### config.mk
export PLATFORM = sky130hd
export DESIGN_NAME = xy_avg_readout
export DESIGN_NICKNAME = d
export VERILOG_FILES = /design/src/rtl/xy_avg_readout.sv
export SDC_FILE = /design/constraint.sdc
export NUM_CORES = 1
export LEC_CHECK = 0
export BUFFER_PORTS_ARGS = -buffer_cell sky130_fd_sc_hd__buf_2
export CAP_MARGIN = 20
export CORE_UTILIZATION = 55
export DETAILED_ROUTE_END_ITERATION = 16
export MAX_ROUTING_LAYER = met4
export PLACE_DENSITY = 0.75
export SYNTH_ARGS = -nofsm -noshare
export SYNTH_HDL_FRONTEND = slang
export SYNTH_SLANG_ARGS = --single-unit
### constraint.sdc
create_clock -name clk -period 8.4 [get_ports clk]
set_input_delay 0.84 -clock clk [delete_from_list [all_inputs] [get_ports clk]]
set_output_delay 0.84 -clock clk [all_outputs]
set_load 0.02 [all_outputs]
### src/rtl/xy_avg_readout.sv
// xy_avg_readout: block averager between the lock-in core X/Y outputs and the
// GPIO readback mux. Accumulates 2^k signed X/Y pairs, divides by an
// arithmetic right shift (floor) and holds the result until software acks it.
// Optional feature: define XY_AVG_DROP_CNT_EN to build the dropped-sample
// counter. Without it, drop_cnt is tied to zero.
module xy_avg_readout #(
    parameter int DATA_WIDTH   = 32,
    parameter int LOG2_MAX_AVG = 10,
    parameter int DROP_WIDTH   = 16
) (
    input  logic                         clk,
    input  logic                         rst,
    input  logic signed [DATA_WIDTH-1:0] x_in,
    input  logic signed [DATA_WIDTH-1:0] y_in,
    input  logic                         in_valid,
    input  logic        [3:0]            avg_shift,
    input  logic                         cont,
    input  logic                         arm,
    input  logic                         clr,
    input  logic                         rd_ack,
    output logic signed [DATA_WIDTH-1:0] x_avg,
    output logic signed [DATA_WIDTH-1:0] y_avg,
    output logic                         avg_valid,
    output logic                         busy,
    output logic        [DROP_WIDTH-1:0] drop_cnt
);

    localparam int ACC_W = DATA_WIDTH + LOG2_MAX_AVG;
    localparam int CNT_W = LOG2_MAX_AVG + 1;

    // S_FINAL is the one-cycle divide stage; externally it still reads as
    // busy, so software sees IDLE / ACCUM / HOLD only.
    typedef enum logic [1:0] {
        S_IDLE  = 2'd0,
        S_ACCUM = 2'd1,
        S_FINAL = 2'd2,
        S_HOLD  = 2'd3
    } state_t;

    state_t                         state_r;
    state_t                         state_n_s;
    logic signed [ACC_W-1:0]        acc_x_r;
    logic signed [ACC_W-1:0]        acc_y_r;
    logic signed [ACC_W-1:0]        acc_x_shift_s;
    logic signed [ACC_W-1:0]        acc_y_shift_s;
    logic        [CNT_W-1:0]        cnt_r;
    logic        [CNT_W-1:0]        last_idx_s;
    logic        [3:0]              k_lat_r;
    logic        [3:0]              k_clamp_s;
    logic signed [DATA_WIDTH-1:0]   x_avg_r;
    logic signed [DATA_WIDTH-1:0]   y_avg_r;
    logic                           avg_valid_r;
    logic                           busy_r;
    logic                           start_s;
    logic                           take_s;
    logic                           publish_s;
    logic                           release_s;
    logic                           abort_s;

    // Averaging exponent clamp, last-sample index and the divide shift.
    always_comb begin
        k_clamp_s = avg_shift;
        if (avg_shift > 4'(LOG2_MAX_AVG)) begin
            k_clamp_s = 4'(LOG2_MAX_AVG);
        end else begin
            k_clamp_s = avg_shift;
        end
        last_idx_s    = (CNT_W'(1) << k_lat_r) - CNT_W'(1);
        acc_x_shift_s = acc_x_r >>> k_lat_r;
        acc_y_shift_s = acc_y_r >>> k_lat_r;
    end

    // State register.
    always_ff @(posedge clk or negedge rst) begin
        if (!rst) begin
            state_r <= S_IDLE;
        end else begin
            state_r <= state_n_s;
        end
    end

    // Next-state logic and the datapath control strobes; clr has top priority.
    always_comb begin
        state_n_s = state_r;
        start_s   = 1'b0;
        take_s    = 1'b0;
        publish_s = 1'b0;
        release_s = 1'b0;
        abort_s   = 1'b0;
        if (clr) begin
            state_n_s = S_IDLE;
            abort_s   = 1'b1;
        end else begin
            case (state_r)
                S_IDLE: begin
                    if (arm) begin
                        state_n_s = S_ACCUM;
                        start_s   = 1'b1;
                    end else begin
                        state_n_s = S_IDLE;
                    end
                end
                S_ACCUM: begin
                    if (in_valid) begin
                        take_s = 1'b1;
                        if (cnt_r == last_idx_s) begin
                            state_n_s = S_FINAL;
                        end else begin
                            state_n_s = S_ACCUM;
                        end
                    end else begin
                        state_n_s = S_ACCUM;
                    end
                end
                S_FINAL: begin
                    publish_s = 1'b1;
                    state_n_s = S_HOLD;
                end
                S_HOLD: begin
                    if (rd_ack) begin
                        release_s = 1'b1;
                        if (cont) begin
                            state_n_s = S_ACCUM;
                            start_s   = 1'b1;
                        end else begin
                            state_n_s = S_IDLE;
                        end
                    end else begin
                        state_n_s = S_HOLD;
                    end
                end
                default: begin
                    state_n_s = S_IDLE;
                    abort_s   = 1'b1;
                end
            endcase
        end
    end

    // Accumulators, sample counter, latched exponent and held result.
    always_ff @(posedge clk or negedge rst) begin
        if (!rst) begin
            acc_x_r     <= {ACC_W{1'b0}};
            acc_y_r     <= {ACC_W{1'b0}};
            cnt_r       <= {CNT_W{1'b0}};
            k_lat_r     <= 4'd0;
            x_avg_r     <= {DATA_WIDTH{1'b0}};
            y_avg_r     <= {DATA_WIDTH{1'b0}};
            avg_valid_r <= 1'b0;
            busy_r      <= 1'b0;
        end else begin
            busy_r <= (state_n_s == S_ACCUM) || (state_n_s == S_FINAL);
            if (abort_s) begin
                acc_x_r     <= {ACC_W{1'b0}};
                acc_y_r     <= {ACC_W{1'b0}};
                cnt_r       <= {CNT_W{1'b0}};
                avg_valid_r <= 1'b0;
            end else if (start_s) begin
                acc_x_r     <= {ACC_W{1'b0}};
                acc_y_r     <= {ACC_W{1'b0}};
                cnt_r       <= {CNT_W{1'b0}};
                k_lat_r     <= k_clamp_s;
                avg_valid_r <= 1'b0;
            end else if (take_s) begin
                acc_x_r <= acc_x_r + {{LOG2_MAX_AVG{x_in[DATA_WIDTH-1]}}, x_in};
                acc_y_r <= acc_y_r + {{LOG2_MAX_AVG{y_in[DATA_WIDTH-1]}}, y_in};
                cnt_r   <= cnt_r + CNT_W'(1);
            end else if (publish_s) begin
                x_avg_r     <= acc_x_shift_s[DATA_WIDTH-1:0];
                y_avg_r     <= acc_y_shift_s[DATA_WIDTH-1:0];
                avg_valid_r <= 1'b1;
            end else if (release_s) begin
                avg_valid_r <= 1'b0;
            end else begin
                avg_valid_r <= avg_valid_r;
            end
        end
    end

`ifdef XY_AVG_DROP_CNT_EN
    logic [DROP_WIDTH-1:0] drop_cnt_r;

    // Saturating count of samples that arrive while a result is held.
    always_ff @(posedge clk or negedge rst) begin
        if (!rst) begin
            drop_cnt_r <= {DROP_WIDTH{1'b0}};
        end else if (abort_s) begin
            drop_cnt_r <= {DROP_WIDTH{1'b0}};
        end else if ((state_r == S_HOLD) && in_valid && (drop_cnt_r != {DROP_WIDTH{1'b1}})) begin
            drop_cnt_r <= drop_cnt_r + DROP_WIDTH'(1);
        end else begin
            drop_cnt_r <= drop_cnt_r;
        end
    end

    assign drop_cnt = drop_cnt_r;
`else
    assign drop_cnt = {DROP_WIDTH{1'b0}};
`endif

    assign x_avg     = x_avg_r;
    assign y_avg     = y_avg_r;
    assign avg_valid = avg_valid_r;
    assign busy      = busy_r;

endmodule

==> reports/results.ini, run 1 <==
[run_status]
status=complete, no violations

[worst_setup_path]
critical_path_class=flop to flop
r2r-start=k_lat_r[0]
path_max_fanout=42
required_ps=8760
max_stage_delay_ps=690
cp_slowest_cell=dfrtp_4
crit_arrival_ps=4030
crit_path_start_kind=flop
worstPathCellList=nor2_1, nand2_1, ha_1, nor4_1, a21oi_1, o21ai_0, xnor2_1, nand2_1, nor4_1, a211oi_1, nor3_1, xor2_1
rr_endpoint=busy
r2r.worst_path.cells=12
ff2ff_setup_slack_ps=4730
cp-end-kind=flop

[clock_tree]
htreeDepth=4
cts_tree=built
insertion_delay_ps=440
cts.sinks=167
cts_setup_buffers=0
ctsResizeCount=0
clockRootBuffer=clkbuf_16
cts.clk_slew.worst_paths_ps=70
ctsHoldBuffers=0
cts_buffers=17
clock_path_buffers=2

[timing]
worst_slew_pin_slew_ps=1060
finalCritPeriodShare=0.436
maxSlewHeadroom=0.285
fin_worst_skew_ps=9.27
clock.fmax_mhz=273
finalSetupTns_ps=0
hold_viol_final=0
rsz0062_at_grt=no
period_minus_slack_ps=3670
final_max_slew_viol_count=0
setup_viol=0

[floorplanning]
die_w_um=164
core_area_mm2=0.0260
rows=59
dieArea_mm2=0.0270
start_util=0.559
die_y_um=164
ios=157

[global_route]
grt_overflow=0
grtUsageTotal=0.313
grt_max_degree=115
grt_pass1_wl_um=63900
antenna_found_initial=0
grt_pass1_vias=11900

[cells_and_area]
nNetsFinal=1896
antenna_cells=0
drive_gt1_frac=0.174
area_growth_pct=8.93

[power_and_ir_drop]
power.total_mw=2.47
leakagePower_nw=7.49
p_per_area_mw_per_mm2=156
switching_share=0.356
peakVddDrop_uv=149
seqPwrFrac=0.360
combPwrFrac=0.311
p_int_mw=1.59
p_clk_frac=0.329
p_switching_uw=880

[drt]
routedWlPerCell_um=19.4
firstDrtPassIters=5
drc_errors=0
vias=13100
routed_wl_um=40400
vias_per_cell=6.32
first_iter_violations=1364
drtAntennaViolNets=0

[synth]
synth_top_area_frac=0.288
syn_area_per_cell_um2=8.65
ys.flop_type=dfrtp_1
ys_seq_area_frac=0.288
ys_seq_elements=167
synth_cell_types=83
syn_area_mm2=0.0145
ys_async_sr_fraction=1.00
yosysWarningCount=0
yosys.area.top_type=dfrtp_1
synth_edf_count=0
synthCells=1677
synth_area_leaders=dfrtp_1 29%, mux4_2 8.4%, ha_1 7.7%

[run]
drv_cap=0

[placement]
dpl.hpwl_um=29900
place_congestion=0.956
io_buffers=140

[min_path]
min_path_type=primary input to async pin

## cell usage after synthesis (39+ instances only)
library cell / number
xnor2_1: 46
mux4_2: 54
o21ai_0: 136
nor2_1: 89
ha_1: 89
a21oi_1: 163
nand3_1: 39
clkbuf_1: 84
a211oi_1: 56
dfrtp_1: 167
nand2_1: 264
mux2i_1: 56
a21o_1: 65
## how the worst max path moves through the flow
| stage | end | depth (start not counted) | start | slack [ps] |
|---|---|---|---|---|
| after floorplan | acc_x_r[40] | 12 | x_in[0] | 4950 |
| after global placement | acc_y_r[41] | 12 | y_in[8] | 4630 |
| after detailed placement | acc_x_r[40] | 13 | x_in[0] | 4600 |
| after CTS | busy | 12 | k_lat_r[0] | 4770 |
| after global routing | busy | 12 | k_lat_r[0] | 4420 |
| final | busy | 12 | k_lat_r[0] | 4730 |
## state kept, by name, indices dropped and copies added, names as in the netlist
signal,count
avg_valid,1
k_lat_r,4
x_avg,32
y_avg,32
state_r,2
busy,1
acc_x_r,42
cnt_r,11
acc_y_r,42
## power by group through the flow
stage | Combinational [mW] | Clock [mW] | Sequential (mW)
floorplan | 0.631 | 0 | 0.854
global placement | 0.743 | 0 | 0.901
detailed placement | 0.752 | 0 | 0.903
CTS | 0.758 | 0.819 | 0.887
global route | 0.840 | 0.853 | 0.895
finish | 0.769 | 0.814 | 0.889
## cells in the final DEF (no fill, tap or decap), types with 21 or more instances in the layout
| cell type | Yosys | final |
|---|---|---|
| xnor2_1 | 46 | 46 |
| o21ai_0 | 136 | 136 |
| ha_1 | 89 | 89 |
| nor3_1 | 22 | 22 |
| mux2i_1 | 56 | 56 |
| xor2_1 | 36 | 36 |
| mux2_2 | 33 | 33 |
| mux4_2 | 54 | 54 |
| a21oi_1 | 163 | 163 |
| a21o_1 | 65 | 65 |
| nand2_1 | 264 | 262 |
| dfrtp_1 | 167 | 163 |
| buf_2 | 10 | 139 |
| nor2_1 | 89 | 88 |
| a211oi_1 | 56 | 56 |
| nand3_1 | 39 | 39 |
| nand4_1 | 21 | 21 |
## per-layer routing
layer / global-route usage / up-vias / part of all wire
li1: - / 6231 / -
met3: 0.0344 / 63 / 0.074
met1: 0.463 / 6257 / 0.47
met5: - / - / 0
met4: 0.0884 / 0 / 0.023
met2: 0.451 / 573 / 0.43
## critical path: cells and delay by family, from the launching register on
family | cells | cell delay, ps
fa+ha+maj | 1 | 380
xor+xnor | 2 | 310
compound gates | 3 | 430
simple gates | 6 | 1770
flops | 1 | 690
## metrics by stage
| stage | hold slack, ps | setup WS [ps] | cells | cell area [um2] | utilization |
|---|---|---|---|---|---|
| final | 454 | 4730 | 2078 | 15800 | 0.608 |
| after CTS | 477 | 4770 | 2077 | 15800 | 0.607 |
| after floorplan | 488 | 4950 | 1692 | 14600 | - |
| after global placement | 456 | 4630 | 2045 | 15200 | 0.584 |
| after detailed placement | 462 | 4600 | 2045 | 15200 | 0.584 |
| after global routing | 492 | 4420 | 2078 | 15800 | 0.608 |
## area by class of cell
| class | instances | area (um2) |
|---|---|---|
| fill | 2283 | 10200 |
| clock buffer | 20 | 467 |
| clock inverter | 12 | 138 |
| tap | 335 | 419 |
| sequential | 167 | 4190 |
| inverter | 19 | 71.3 |
| multi-input combinational | 1373 | 9710 |
| timing repair buffer | 152 | 817 |
## kinds of logic after synthesis
logic type	Yosys count	synth area share
AO/OA/AOI/OAI	527	0.229
XOR/XNOR	82	0.0495
adder cells (fa/ha/maj)	91	0.0795
buffers and inverters	152	0.0479
flip-flops	167	0.288
multiplexers	143	0.148
other	1	0.000258
AND/OR/NAND/NOR	514	0.158
Note: power is estimated with default switching activity, not from simulation.
==> run 2, diff against run 1 <==
Clock period 8.4 ns to 3.4 ns, I/O delays scaled along.
==> reports/results.ini, run 2 (synthesized netlist as in run 1, its figures left out) <==
[run_status]
status=complete, no violations  ; unchanged

[timing]
finalCritPeriodShare=0.967  ; was 0.436
worst_slew_pin_slew_ps=920  ; was 1060 ps
fin_worst_skew_ps=15.0  ; was 9.27 ps
hold_viol_final=0  ; unchanged
setup_viol=0  ; unchanged
maxSlewHeadroom=0.387  ; was 0.285
final_max_slew_viol_count=0  ; unchanged
rsz0062_at_grt=no  ; unchanged
period_minus_slack_ps=3290  ; was 3670 ps
finalSetupTns_ps=0  ; unchanged
clock.fmax_mhz=304  ; was 273 MHz

[worst_setup_path]
max_stage_delay_ps=420  ; was 690 ps
cp_slowest_cell=fa_1  ; was dfrtp_4
worstPathCellList=ha_1, fa_1, a21o_2, a31oi_1, o31a_1, o21ai_2, a21o_4, a21oi_4, o21ai_4, a311oi_4, nor4_1, or3b_1  ; was nor2_1, nand2_1, ha_1, nor4_1, a21oi_1, o21ai_0, xnor2_1, nand2_1, nor4_1, a211oi_1, nor3_1, xor2_1
critPathTopFamily=compound AO/OA/AOI/OAI gates  ; was simple AND/OR/NAND/NOR gates
critical_path_class=flop to flop  ; unchanged
crit_arrival_ps=3600  ; was 4030 ps
crit_path_start_kind=flop  ; unchanged
required_ps=3710  ; was 8760 ps
cp.buffers_inverters=0  ; unchanged
cp-end-kind=flop  ; unchanged
path_max_fanout=3  ; was 42

[drt]
drc_errors=0  ; unchanged
vias_per_cell=6.32  ; about the same
vias=13200  ; was 13,100
drtAntennaViolNets=0  ; unchanged
first_iter_violations=1105  ; was 1,364
routed_wl_um=41100  ; was 40,400 um
routedWlPerCell_um=19.7  ; was 19.4 um
firstDrtPassIters=6  ; was 5

[clock_tree]
cts_tree=built  ; unchanged
htreeDepth=4  ; unchanged
insertion_delay_ps=440  ; about the same
cts.clk_slew.worst_paths_ps=80  ; was 70 ps
clockRootBuffer=clkbuf_16  ; unchanged
ctsHoldBuffers=0  ; unchanged
cts.sinks=167  ; unchanged
cts_buffers=17  ; unchanged
clock_path_buffers=2  ; unchanged

[cells_and_area]
top_regs=acc_x_r: 42 flops, acc_y_r: 42 flops  ; unchanged
drive_gt1_frac=0.183  ; was 0.174
nNetsFinal=1910  ; was 1,896
stdcell_count=2092  ; was 2,078
mostFrequentLayoutCell=nand2_1  ; unchanged
final_cell_mix=262 x nand2_1, 163 x a21oi_1, 163 x dfrtp_1  ; unchanged
fillers=2292  ; was 2,283
antenna_cells=0  ; unchanged
area_growth_pct=10.4  ; was 8.93%

[run]
drv_cap=0  ; unchanged

[floorplanning]
core_area_mm2=0.0260  ; unchanged
dieArea_mm2=0.0270  ; unchanged
die_w_um=164  ; unchanged
die_y_um=164  ; unchanged
rows=59  ; unchanged
ios=157  ; unchanged
start_util=0.559  ; unchanged

[global_route]
grt_overflow=0  ; unchanged
grt_pass1_vias=12200  ; was 11,900
antenna_found_initial=0  ; unchanged
grtUsageTotal=0.317  ; was 0.313
grt_max_degree=115  ; unchanged
grt_pass1_wl_um=64800  ; was 63,900 um

[placement]
dp_cells=2060  ; was 2,045
place_congestion=0.987  ; was 0.956
io_buffers=140  ; unchanged
dpl.hpwl_um=30600  ; was 29,900 um

[min_path]
min_path_type=primary input to async pin  ; unchanged

[power_and_ir_drop]
leakagePower_nw=7.60  ; was 7.49 nW
peakVddDrop_uv=399  ; was 149 uV
p_per_area_mw_per_mm2=398  ; was 156 mW/mm2

-- run 2: layer usage --
metal | routed length (um) | vias up | GRT usage | share of wire
li1 | - | 6277 | - | -
met1 | 19700 | 6354 | 0.464 | 0.48
met2 | 18000 | 517 | 0.464 | 0.44
met3 | 2600 | 69 | 0.0382 | 0.063
met4 | 851 | 0 | 0.0842 | 0.021
met5 | 0 | - | - | 0
-- run 2: path summary, 6_finish.rpt --
kind,slack [ps],start,cells after the start,to
worst max-delay path,110,acc_x_r[0],12,acc_x_r[40]
worst min-delay path,0.2,rst,1,k_lat_r[1]
worst max register to register,110,acc_x_r[0],12,acc_x_r[40]
worst min register to register,480,y_avg[3],1,y_avg[3]
max in group asynchronous,2680,rst,2,acc_x_r[23]
min in group clk,150,avg_shift[0],3,k_lat_r[0]
-- run 2: timing repair --
item,in CTS,in global routing
setup endpoints to repair,0,5
gates resized for setup,0,3
buffers inserted,0,0
-- run 2: power by group --
group          leakage [nW]  switching [mW]  internal [mW]
clock network         0.322           0.927           1.28
logic                  4.98            1.27          0.774
registers              2.31          0.0958           2.04
-- run 2: through the flow --
| step | cell area, um2 | total power, mW | worst slack, ps | util | hold slack [ps] |
|---|---|---|---|---|---|
| after floorplan | 14600 | 3.67 | 57.9 | - | 44.4 |
| after global placement | 15400 | 4.14 | 98.2 | 0.591 | 455 |
| after detailed placement | 15400 | 4.16 | 71.5 | 0.591 | 466 |
| after CTS | 16000 | 6.35 | 110 | 0.616 | 32.0 |
| after global routing | 16000 | 6.65 | 19.8 | 0.617 | 74.0 |
| final | 16000 | 6.38 | 112 | 0.617 | 0.237 |
-- run 2: final cells by class --
class	instances	area, um2	share of cell area
sequential	167	4190	0.261
clock buffer	18	439	0.0274
multi-input combinational	1373	9720	0.607
clock inverter	14	213	0.0133
timing repair buffer	166	965	0.0602
inverter	19	71.3	0.00445
tap	335	419	0.0262
==> run 3, diff against run 2 <==
Settings changed: ABC_CLOCK_PERIOD_IN_PS set to 3400, CELL_PAD_IN_SITES_DETAIL_PLACEMENT set to 2, CELL_PAD_IN_SITES_GLOBAL_PLACEMENT set to 2, CORE_UTILIZATION 55 to 37, PLACE_DENSITY 0.75 to unset, PLACE_DENSITY_LB_ADDON set to 0.1.
==> reports/results.ini, run 3 (synthesized netlist as in run 1, its figures left out) <==
[power_and_ir_drop]
peakVddDrop_uv=326  ; was 399 uV
leakagePower_nw=7.64  ; was 7.60 nW
p_per_area_mw_per_mm2=394  ; was 398 mW/mm2

[clock_tree]
clock_path_buffers=2  ; unchanged
insertion_delay_ps=460  ; was 440 ps
cts.sinks=167  ; unchanged
clockRootBuffer=clkbuf_16  ; unchanged
cts.clk_slew.worst_paths_ps=70  ; was 80 ps
cts_tree=built  ; unchanged
htreeDepth=4  ; unchanged
cts_buffers=17  ; unchanged

[worst_setup_path]
cp_slowest_cell=fa_1  ; unchanged
cp.buffers_inverters=0  ; unchanged
critPathTopFamily=compound AO/OA/AOI/OAI gates  ; unchanged
max_stage_delay_ps=420  ; about the same
ff2ff_setup_slack_ps=110  ; about the same
cp-end-kind=flop  ; unchanged
path_max_fanout=3  ; unchanged
required_ps=3740  ; was 3710 ps
crit_arrival_ps=3630  ; was 3600 ps
crit_path_start_kind=flop  ; unchanged
critical_path_class=flop to flop  ; unchanged
worstPathCellList=ha_1, fa_1, a21o_2, a31oi_1, o31a_1, o21ai_2, a21o_4, a21oi_4, o21ai_4, a311oi_4, nor4_1, or3b_1  ; unchanged

[placement]
io_buffers=140  ; unchanged
dp_cells=2255  ; was 2,060
place_congestion=0.900  ; was 0.987
dpl.hpwl_um=41200  ; was 30,600 um
post-place-ws_ps=-86.7  ; was 71.5 ps

[floorplanning]
rows=72  ; was 59
dieArea_mm2=0.0400  ; was 0.0270 mm2
die_w_um=200  ; was 164 um
core_area_mm2=0.0386  ; was 0.0260 mm2
ios=157  ; unchanged
start_util=0.376  ; was 0.559
die_y_um=200  ; was 164 um

[timing]
maxSlewHeadroom=0.375  ; was 0.387
setup_viol=0  ; unchanged
period_minus_slack_ps=3290  ; about the same
final_max_slew_viol_count=0  ; unchanged
setup_slack_ps=109  ; was 112 ps
clock.fmax_mhz=304  ; about the same
worst_slew_pin_slew_ps=938  ; was 920 ps
fin_worst_skew_ps=11.4  ; was 15.0 ps
finalCritPeriodShare=0.968  ; was 0.967
rsz0062_at_grt=no  ; unchanged
hold_viol_final=0  ; unchanged

[global_route]
grtUsageTotal=0.283  ; was 0.317
grt_overflow=0  ; unchanged
grt_max_degree=115  ; unchanged
antenna_found_initial=0  ; unchanged
grt_pass1_vias=14300  ; was 12,200
grt_pass1_wl_um=83100  ; was 64,800 um

[cells_and_area]
seq_area_mm2=0.00419  ; unchanged
antenna_cells=0  ; unchanged
fillers=4315  ; was 2,292
drive_gt1_frac=0.189  ; was 0.183
stdcell_count=2288  ; was 2,092
mostFrequentLayoutCell=nand2_1  ; unchanged
post-route-util=0.422  ; was 0.617
multi_input_area_mm2=0.00975  ; was 0.00972 mm2
area_growth_pct=12.4  ; was 10.4%
top_regs=acc_x_r: 42 flops, acc_y_r: 42 flops  ; unchanged
final_cell_mix=262 x nand2_1, 163 x dfrtp_1, 162 x a21oi_1  ; was 262 x nand2_1, 163 x a21oi_1, 163 x dfrtp_1
nNetsFinal=1924  ; was 1,910

[run]
drv_cap=0  ; unchanged

[drt]
wl_met3_um=1680  ; was 2600 um
routed_wl_um=53400  ; was 41,100 um
drtAntennaViolNets=0  ; unchanged
routedWlPerCell_um=23.3  ; was 19.7 um
first_iter_violations=667  ; was 1,105
routed.top_layer=met4  ; unchanged
wl_met2_um=24700  ; was 18,000 um
vias_per_cell=5.89  ; was 6.32
vias=13500  ; was 13,200
firstDrtPassIters=6  ; unchanged
wl_met1_um=25800  ; was 19,700 um
drc_errors=0  ; unchanged

[run_status]
status=complete, no violations  ; unchanged

[min_path]
min_path_type=primary input to flop  ; was primary input to async pin

==> run 3: cell types whose count changed in the layout (fill, tap and decap cells not counted), moves of 2 or more <==
cell	before	now
clkbuf_1	0	3
clkbuf_8	1	4
buf_12	5	3
inv_8	2	0
o21ai_0	136	134
buf_4	21	36
inv_6	3	0
==> run 3: metal layers <==
layer,GRT usage,vias up
met5,-,-
met4,0.0857,0
met3,0.0307,59
met2,0.442,248
met1,0.386,6891
li1,-,6280
==> run 3: worst register-to-register path, cell delays in order, from the launching register on <==
cell and delay (ps):
dfrtp_1 400, ha_1 230, fa_1 420, a21o_2 220, a31oi_1 270, o31a_1 200
o21ai_2 100, a21o_4 240, a21oi_4 200, o21ai_4 100, a311oi_4 340, nor4_1 90
or3b_1 350
==> run 3: timing repair <==
action,CTS,global route
pin swaps,0,2
endpoints found under the setup margin,1,10
endpoints found under the hold margin,70,0
buffers inserted,0,1
hold buffers,1,0
resized for setup,1,9
==> run 3: area by class of cell <==
type	count	share of cell area
clock buffer	24	0.0301
inverter	19	0.00437
timing repair buffer	180	0.0642
multi-input combinational	1373	0.598
sequential	167	0.257
tap	518	0.0397
clock inverter	7	0.00721
==> run 3: where the power goes <==
part / leakage (nW) / internal [mW] / total, mW / switching (mW)
clock network: 0.300 / 1.23 / 2.10 / 0.872
logic: 5.03 / 0.786 / 2.18 / 1.39
registers: 2.31 / 2.04 / 2.14 / 0.106
total: 7.64 / 4.06 / 6.43 / 2.37
==> run 3: per-stage QoR <==
stage          TNS, ps  cell area (um2)  hold slack, ps  total power, mW
4_1_cts              0            16300            99.9             6.46
6_report             0            16300             108             6.43
3_5_place_dp     -86.7            15600             440             4.34
3_3_place_gp         0            15600             435             4.27
5_1_grt              0            16300             125             6.73
2_1_floorplan        0            14600            44.4             3.67
==> run 3: worst paths after layout <==
| path | startpoint | end | depth (start not counted) |
|---|---|---|---|
| min in group asynchronous | rst | cnt_r[10] | 2 |
| max in group asynchronous | rst | acc_y_r[19] | 3 |
| min reg2reg | x_avg[20] | x_avg[20] | 2 |
| min | avg_shift[0] | k_lat_r[0] | 3 |
| max reg2reg | acc_x_r[0] | acc_x_r[40] | 12 |
| max | acc_x_r[0] | acc_x_r[40] | 12 |
